**src/rtl/gpio_rmw_pkg.sv**
```systemverilog
// gpio_rmw_pkg: op encodings, sequencer state encoding and default stall limit
package gpio_rmw_pkg;
  localparam logic [2:0] OP_READ = 3'b000;
  localparam logic [2:0] OP_WRITE = 3'b001;
  localparam logic [2:0] OP_SET = 3'b010;
  localparam logic [2:0] OP_CLEAR = 3'b011;
  localparam logic [2:0] OP_TOGGLE = 3'b100;
  localparam int DEF_TIMEOUT = 15;
  typedef enum logic [1:0] {S_IDLE, S_RD, S_WR, S_RSP} state_t;
endpackage

```
**src/rtl/gpio_rmw_wdog.sv**
```systemverilog
// gpio_rmw_wdog: bus phase watchdog, expired once en has held LIMIT cycles since load
module gpio_rmw_wdog #(
  parameter int LIMIT = 15
) (
  input  logic clk,
  input  logic rst,
  input  logic load,
  input  logic en,
  output logic expired
);
  logic [7:0] cnt_q, cnt_d;
  always_comb cnt_d = load ? 8'd0 : en ? cnt_q + 8'd1 : cnt_q;
  always_ff @(posedge clk) cnt_q <= rst ? 8'd0 : cnt_d;
  assign expired = en & (cnt_q == 8'(LIMIT - 1));
endmodule

```
**src/rtl/gpio_rmw_master.sv**
```systemverilog
// gpio_rmw_master: command-to-Wishbone read-modify-write sequencer (stall timeout under GPIO_RMW_TIMEOUT_EN)
module gpio_rmw_master
  import gpio_rmw_pkg::*;
#(
  parameter int WB_ADR_WIDTH = 4,
  parameter int WB_DAT_WIDTH = 8,
  parameter int TIMEOUT_CYCLES = DEF_TIMEOUT
) (
  input  logic                    wb_clk,
  input  logic                    wb_rst,
  input  logic                    cmd_valid,
  output logic                    cmd_ready,
  input  logic [2:0]              cmd_op,
  input  logic [WB_ADR_WIDTH-1:0] cmd_adr,
  input  logic [WB_DAT_WIDTH-1:0] cmd_mask,
  output logic                    rsp_valid,
  input  logic                    rsp_ready,
  output logic [WB_DAT_WIDTH-1:0] rsp_data,
  output logic                    rsp_err,
  output logic [WB_ADR_WIDTH-1:0] wbm_adr_o,
  output logic [WB_DAT_WIDTH-1:0] wbm_dat_o,
  output logic                    wbm_we_o,
  output logic                    wbm_cyc_o,
  output logic                    wbm_stb_o,
  input  logic                    wbm_ack_i,
  input  logic [WB_DAT_WIDTH-1:0] wbm_dat_i
);
  state_t state_q, state_d;
  logic [2:0] op_q, op_d;
  logic [WB_ADR_WIDTH-1:0] adr_q, adr_d;
  logic [WB_DAT_WIDTH-1:0] mask_q, mask_d, dat_q, dat_d, alu;
  logic err_q, err_d, tmo, illegal;
`ifdef GPIO_RMW_TIMEOUT_EN
  gpio_rmw_wdog #(.LIMIT(TIMEOUT_CYCLES)) u_wdog (
    .clk(wb_clk),
    .rst(wb_rst),
    .load(state_d != state_q),
    .en(wbm_cyc_o),
    .expired(tmo)
  );
`else
  localparam logic [7:0] UNUSED_TO = 8'(TIMEOUT_CYCLES);
  logic [7:0] unused_cfg;
  assign unused_cfg = UNUSED_TO;
  assign tmo = 1'b0;
`endif
  assign cmd_ready = (state_q == S_IDLE) & ~wb_rst;
  assign wbm_cyc_o = (state_q == S_RD) | (state_q == S_WR);
  assign wbm_stb_o = wbm_cyc_o;
  assign wbm_we_o = state_q == S_WR;
  assign wbm_adr_o = adr_q;
  assign wbm_dat_o = dat_q;
  assign rsp_valid = state_q == S_RSP;
  assign rsp_data = dat_q;
  assign rsp_err = err_q;
  assign illegal = cmd_op > OP_TOGGLE;
  assign alu = op_q == OP_SET ? wbm_dat_i | mask_q :
               op_q == OP_CLEAR ? wbm_dat_i & ~mask_q :
               op_q == OP_TOGGLE ? wbm_dat_i ^ mask_q : wbm_dat_i;
  always_comb begin
    state_d = state_q;
    op_d = op_q;
    adr_d = adr_q;
    mask_d = mask_q;
    dat_d = dat_q;
    err_d = err_q;
    unique case (state_q)
      S_IDLE: if (cmd_valid & cmd_ready) begin
        op_d = cmd_op;
        adr_d = cmd_adr;
        mask_d = cmd_mask;
        dat_d = illegal ? '0 : cmd_mask;
        err_d = illegal;
        state_d = illegal ? S_RSP : cmd_op == OP_WRITE ? S_WR : S_RD;
      end
      S_RD: if (wbm_ack_i) begin
        dat_d = alu;
        state_d = op_q == OP_READ ? S_RSP : S_WR;
      end else if (tmo) begin
        dat_d = '0;
        err_d = 1'b1;
        state_d = S_RSP;
      end
      S_WR: if (wbm_ack_i) begin
        state_d = S_RSP;
      end else if (tmo) begin
        dat_d = '0;
        err_d = 1'b1;
        state_d = S_RSP;
      end
      S_RSP: state_d = rsp_ready ? S_IDLE : S_RSP;
      default: state_d = S_IDLE;
    endcase
  end
  always_ff @(posedge wb_clk) begin
    if (wb_rst) begin
      state_q <= S_IDLE;
      op_q <= '0;
      adr_q <= '0;
      mask_q <= '0;
      dat_q <= '0;
      err_q <= 1'b0;
    end else begin
      state_q <= state_d;
      op_q <= op_d;
      adr_q <= adr_d;
      mask_q <= mask_d;
      dat_q <= dat_d;
      err_q <= err_d;
    end
  end
endmodule

```
**config.mk**
```make
export PLATFORM = sky130hd
export DESIGN_NAME = gpio_rmw_master
export DESIGN_NICKNAME = d
export VERILOG_FILES = /design/src/rtl/gpio_rmw_pkg.sv /design/src/rtl/gpio_rmw_wdog.sv /design/src/rtl/gpio_rmw_master.sv
export SDC_FILE = /design/constraint.sdc
export NUM_CORES = 1
export LEC_CHECK = 0
export ABC_AREA = 1
export CAP_MARGIN = 20
export CORE_ASPECT_RATIO = 0.7
export CORE_MARGIN = 3
export CORE_UTILIZATION = 49
export CTS_BUF_LIST = sky130_fd_sc_hd__clkbuf_4 sky130_fd_sc_hd__clkbuf_8
export DETAILED_ROUTE_END_ITERATION = 16
export PLACE_DENSITY = 0.82
export SYNTH_ARGS = -nofsm -noshare
export SYNTH_HDL_FRONTEND = slang
export SYNTH_HIERARCHICAL = 1
export SYNTH_SLANG_ARGS = --single-unit
```
**constraint.sdc**
```tcl
create_clock -name wb_clk -period 1.9 [get_ports wb_clk]
set_input_delay 0.38 -clock wb_clk [delete_from_list [all_inputs] [get_ports wb_clk]]
set_output_delay 0.38 -clock wb_clk [all_outputs]
set_load 0.01 [all_outputs]
```
* After elaboration in Yosys (flattened, before gate mapping)
Index checks and enable logic that the tools add are counted.
** Word-level totals
- Flip-flop bits (word level) :: 26
** Cells by class
- Reduce and logical (&&, ||, !) cells :: 6
- Mux-type cells :: 15
- Equal/unequal tests :: 10
- Bitwise gates (word level) :: 8
- $lt $le $gt $ge :: 1
** Operators by type and width (number)
- two-way mux 8 bit :: 6
- case mux 8 bit (2 select lines) :: 1
- two-way mux 2 bit :: 6
- bitwise AND 8 bit :: 1
- inverter 8 bit :: 1
- bitwise OR 8 bit :: 1
- case mux 2 bit (4 select lines) :: 1
- XOR 8 bit :: 1
- == test 3 x 2 -> 1 bit (second input constant) :: 2
- AND reduction 3 bit :: 2
- == test 2 bit (second input constant) :: 2
- inequality test 2 x 1 -> 1 bit (second input constant) :: 2
- == test 3 x 1 -> 1 bit (second input constant) :: 1
- == test 3 bit (second input constant) :: 1
- greater-than comparator 3 bit (second input constant) :: 1
- zero test 3 bit :: 1
- bitwise AND 1 bit :: 2
- == test 2 x 1 -> 1 bit (second input constant) :: 1
- zero test 2 bit :: 1
- inequality test 2 bit (second input constant) :: 1
- AND reduction 2 bit :: 1
- nonzero test 2 bit :: 1
- two-way mux 1 bit :: 1
- inverter 1 bit :: 1
- bitwise OR 1 bit :: 1

* Longest topological paths before layout
- Word-level depth :: 6
- Depth in mapped cells :: 10
- Mapped depth without buffers :: 10

* Worst setup path before layout
OpenSTA, ideal clock, no wires.
- Path kind :: register to register
- From :: reg state_q[1]
- To :: reg dat_q[7], in the netlist rsp_data[7]
- Path slack :: 0.457 ns
- Cell stages (with the launch flop) :: 10
- Buffers on the path :: 1
- Setup time :: 0.116 ns
- Arrival time :: 1.328 ns
- Cell sequence :: dfxtp_1 -> inv_1 -> ha_1 -> inv_2 -> or2_4 -> nand3_4 -> buf_8 -> nand2_1 -> nand2_1 -> a21oi_2
** Between the ends
- Cells in the longest elaborated chain, start to end :: 5
** RTL lines
- start, declared :: line gpio_rmw_master.sv:28 : state_t state_q, state_d;
- start signal, assigned :: line gpio_rmw_master.sv:104 : state_q <= state_d;
- zero test 2 bit :: line gpio_rmw_master.sv:47, gpio_rmw_master.sv:67
- bitwise AND 1 bit :: line gpio_rmw_master.sv:47 : assign cmd_ready = (state_q == S_IDLE) & ~wb_rst;
- bitwise AND 1 bit :: line gpio_rmw_master.sv:68 : S_IDLE: if (cmd_valid & cmd_ready) begin
- inequality test 2 x 1 -> 1 bit (no line)
- AND reduction 3 bit (no line)
- end signal, assigned :: line gpio_rmw_master.sv:108 : dat_q <= dat_d;
- end, declared :: line gpio_rmw_master.sv:31 : logic [WB_DAT_WIDTH-1:0] mask_q, mask_d, dat_q, dat_d, alu;
Parallel ways exist; a longest one is shown, timed or not.
A chain may end at the register's enable or synchronous reset.

* Final worst setup path
- From :: reg state_q[0]
- To :: out wbm_we_o
** Between the ends
- Cells in the longest elaborated chain, start to end :: 1
** RTL lines
- == test 2 bit :: line gpio_rmw_master.sv:50 : assign wbm_we_o = state_q == S_WR;
- end, declared :: line gpio_rmw_master.sv:22 : output logic wbm_we_o,
Every way passes these cells.

==> results.md <==
- Status: finished clean
- R2r endpoint: state_q[0]$_SDFFE_PP0P_
- Initial antenna violation count: 0
- Rows: 18
- PortBufs: 53
- Unrepaired setup endpoints after global routing: no
- Setup bufs post-CTS: 0
- Warnings, synthesis: 6
- DP Cell Count: 375
- Synth area leader: dfxtp_1
- Max-slew violations: 0
- Synth area leaders: dfxtp_1 (27%), ha_1 (14%), nand2_1 (13%), inv_1 (10%), nand3_1 (7.9%)
- Fin cells: 379
- GP Congestion: 0.814
- Hold_sp: wbm_adr_o[0]$_SDFFE_PP0P_
- 1st-pass router iterations: 4
- Seq cells post-synth: 26
- Core ar.: 3630 um2
- Worst Hold Path EP: wbm_adr_o[0]$_SDFFE_PP0P_
- WHS Path Cells: 2
- Min cycle time layout: 1820 ps
- DR iter-0 viols: 140
- R2R Setup Slk: 210 ps
- Final HPWL DP: 3420 um
- Clock tree sinks: 26
- R2R depth: 11
- Slew @ Worst Pin: 582 ps
- Slew margin rel.: 0.610
- Placed cell area: 2420 um2
- CTS root buffer: clkbuf_8
- Vias in the first global route: 1,722
- I/O pins: 54
- LEAKAGE: 1.20 nW
- Height of the die: 58.1 um
- Synth-to-Final Area Change: 31.2%
- Starting density of the core: 0.524
- Setup TNS: 0 ps
- GRT Overall Usage: 0.199
- Data arrival time of the worst path: 1440 ps
- Ys flop type: dfxtp_1
- Post-Syn Instances: 285
- Antenna diodes: 0
- Commonest cells post-synth: nand2_1 (64), inv_1 (51), nand3_1 (30), dfxtp_1 (26), o21ai_0 (22)
- Setup CP Type: reg -> out
- Die Wd: 80.4 um
- HP Class: reg -> reg
- Asr flop ratio synth: 0
- CP Capture Type: primary output
- WL per Instance: 12.1 um
- CTS Buf Count: 3
- Power per cell area: 1120 nW/um2
- Peak supply drop: 846 uV
- CTS tree: done
- Antenna-violating nets left: 0
- Final hold vios: 0
- Detailed Route WL: 4600 um
- Crit start category: flop
- Synth top area share: 0.274
- Worst Skew: 5.86 ps
- DRC viols: 0
- Mean number of vias per cell: 4.95
- Die area: 4670 um2
- Post-synth EDFFs: 0
- Gr ovfl total: 0
- Clock slew at reported path FFs: 100 ps
- Final instance area: 2490 um2
- Fin worst setup slack: 80.6 ps
- Synth Area per Inst: 6.66 um2
- Max Root-Sink Buffers: 2
- # nets final: 379
- Clk_lat worst skew: 280 ps
- First-pass GRT wire length: 7470 um
- Netlist Area Pre-Place: 1900 um2
- Htree depth: 1
- Worst slack, placed: 41.8 ps
- Reg2reg start: state_q[1]$_SDFFE_PP0P_
- Count of cell types in the netlist: 21
- Final Cycle Share: 0.958
- Max_cap viols: 0
- Fmax: 0.550 GHz
- Seq/Total Area, Yosys: 0.274
- Most numerous cell in the Yosys netlist: nand2_1
- Fraction of layout cells with a size suffix above 1: 0.0790
- Post-Syn Nets: 334
- Utilization after layout: 0.687
- Final setup viols: 0
- Largest net degree at the start of global routing: 29
- Crit-path max FO: 4
- Required time of the critical path: 1520 ps
- Via count: 1,875
-- state kept, by name (all words and copies together) (netlist names) --
| name | cells |
|---|---|
| op_q | 3 |
| wbm_adr_o | 4 |
| mask_q | 8 |
| state_q | 2 |
| rsp_err | 1 |
| rsp_data | 8 |
-- layer usage --
layer  GRT usage  wire [um]  part of all wire  vias to the layer above
li1            -          -                 -                      971
met1       0.239       1990              0.43                      823
met2       0.367       2200              0.48                       70
met3      0.0466        356             0.077                       11
met4      0.0337         48             0.010                        0
met5           0          0                 0                        -
-- worst max path at each step --
stage / startpoint / to / slack [ps] / cells after the start
after global placement: wb_rst / cmd_ready / 50 / 3
after CTS: state_q[0]$_SDFFE_PP0P_ / wbm_we_o / 70 / 3
final: state_q[0]$_SDFFE_PP0P_ / wbm_we_o / 80 / 3
after detailed placement: wb_rst / cmd_ready / 40 / 3
after global routing: state_q[0]$_SDFFE_PP0P_ / wbm_we_o / 6 / 3
after floorplan: state_q[1]$_SDFFE_PP0P_ / rsp_data[7]$_SDFFE_PP0P_ / 460 / 9
-- what timing repair did --
item                                    CTS  global route
resized for setup                         7             0
endpoints found under the setup margin    3             0
hold buffers                              0             0
-- cells by family (layout without fill, tap and decap cells) --
kind of cell,after synthesis,in the layout,synth area share
compound gates,43,43,0.129
buf+inv,70,114,0.165
fa+ha+maj,21,21,0.138
simple gates,125,125,0.293
flops,26,26,0.274
-- layout make-up --
class | count | area [um2]
Tap cell | 50 | 62.6
Sequential cell | 26 | 523
Timing Repair Buffer | 57 | 569
Fill cell | 323 | 1130
Clock inverter | 1 | 30.0
Multi-Input combinational cell | 189 | 1070
Clock buffer | 3 | 41.3
Inverter | 53 | 199
-- worst max-delay path, stage by stage (launching register included) --
cell and delay [ps]:
dfxtp_2 350, inv_2 90, ha_1 190, clkdlybuf4s50_1 540
-- per-stage QoR --
stage	power [mW]	hold slack [ps]
2_1_floorplan	1.86	449
3_3_place_gp	2.30	450
3_5_place_dp	2.34	458
4_1_cts	2.80	475
5_1_grt	3.01	502
6_report	2.79	471
-- cell usage in the layout, fill, tap and decap left out --
master and instances:
inv_1 50, buf_12 1, a21oi_1 13, inv_2 2, nand2_1 64, buf_4 3
a21oi_2 8, nor3_2 1, dfxtp_1 24, nand3_1 30, ha_2 1, clkdlybuf4s50_1 50
clkbuf_8 3, nor2_4 2, nand3_4 1, nor2_1 19, nor3_1 6, or2_4 1
nand4_1 1, bufinv_16 1, clkinv_1 1, dlygate4sd2_1 3, o21ai_0 22, ha_1 20
dfxtp_2 2
-- where the power goes --
group | total, mW | internal (mW) | switching (mW) | leakage, nW
Clock | 0.469 | 0.282 | 0.187 | 0.0357
Combinational | 1.52 | 0.667 | 0.856 | 0.954
Sequential | 0.794 | 0.684 | 0.110 | 0.215
Total | 2.79 | 1.63 | 1.15 | 1.20
(Power assumes the default switching activity.)
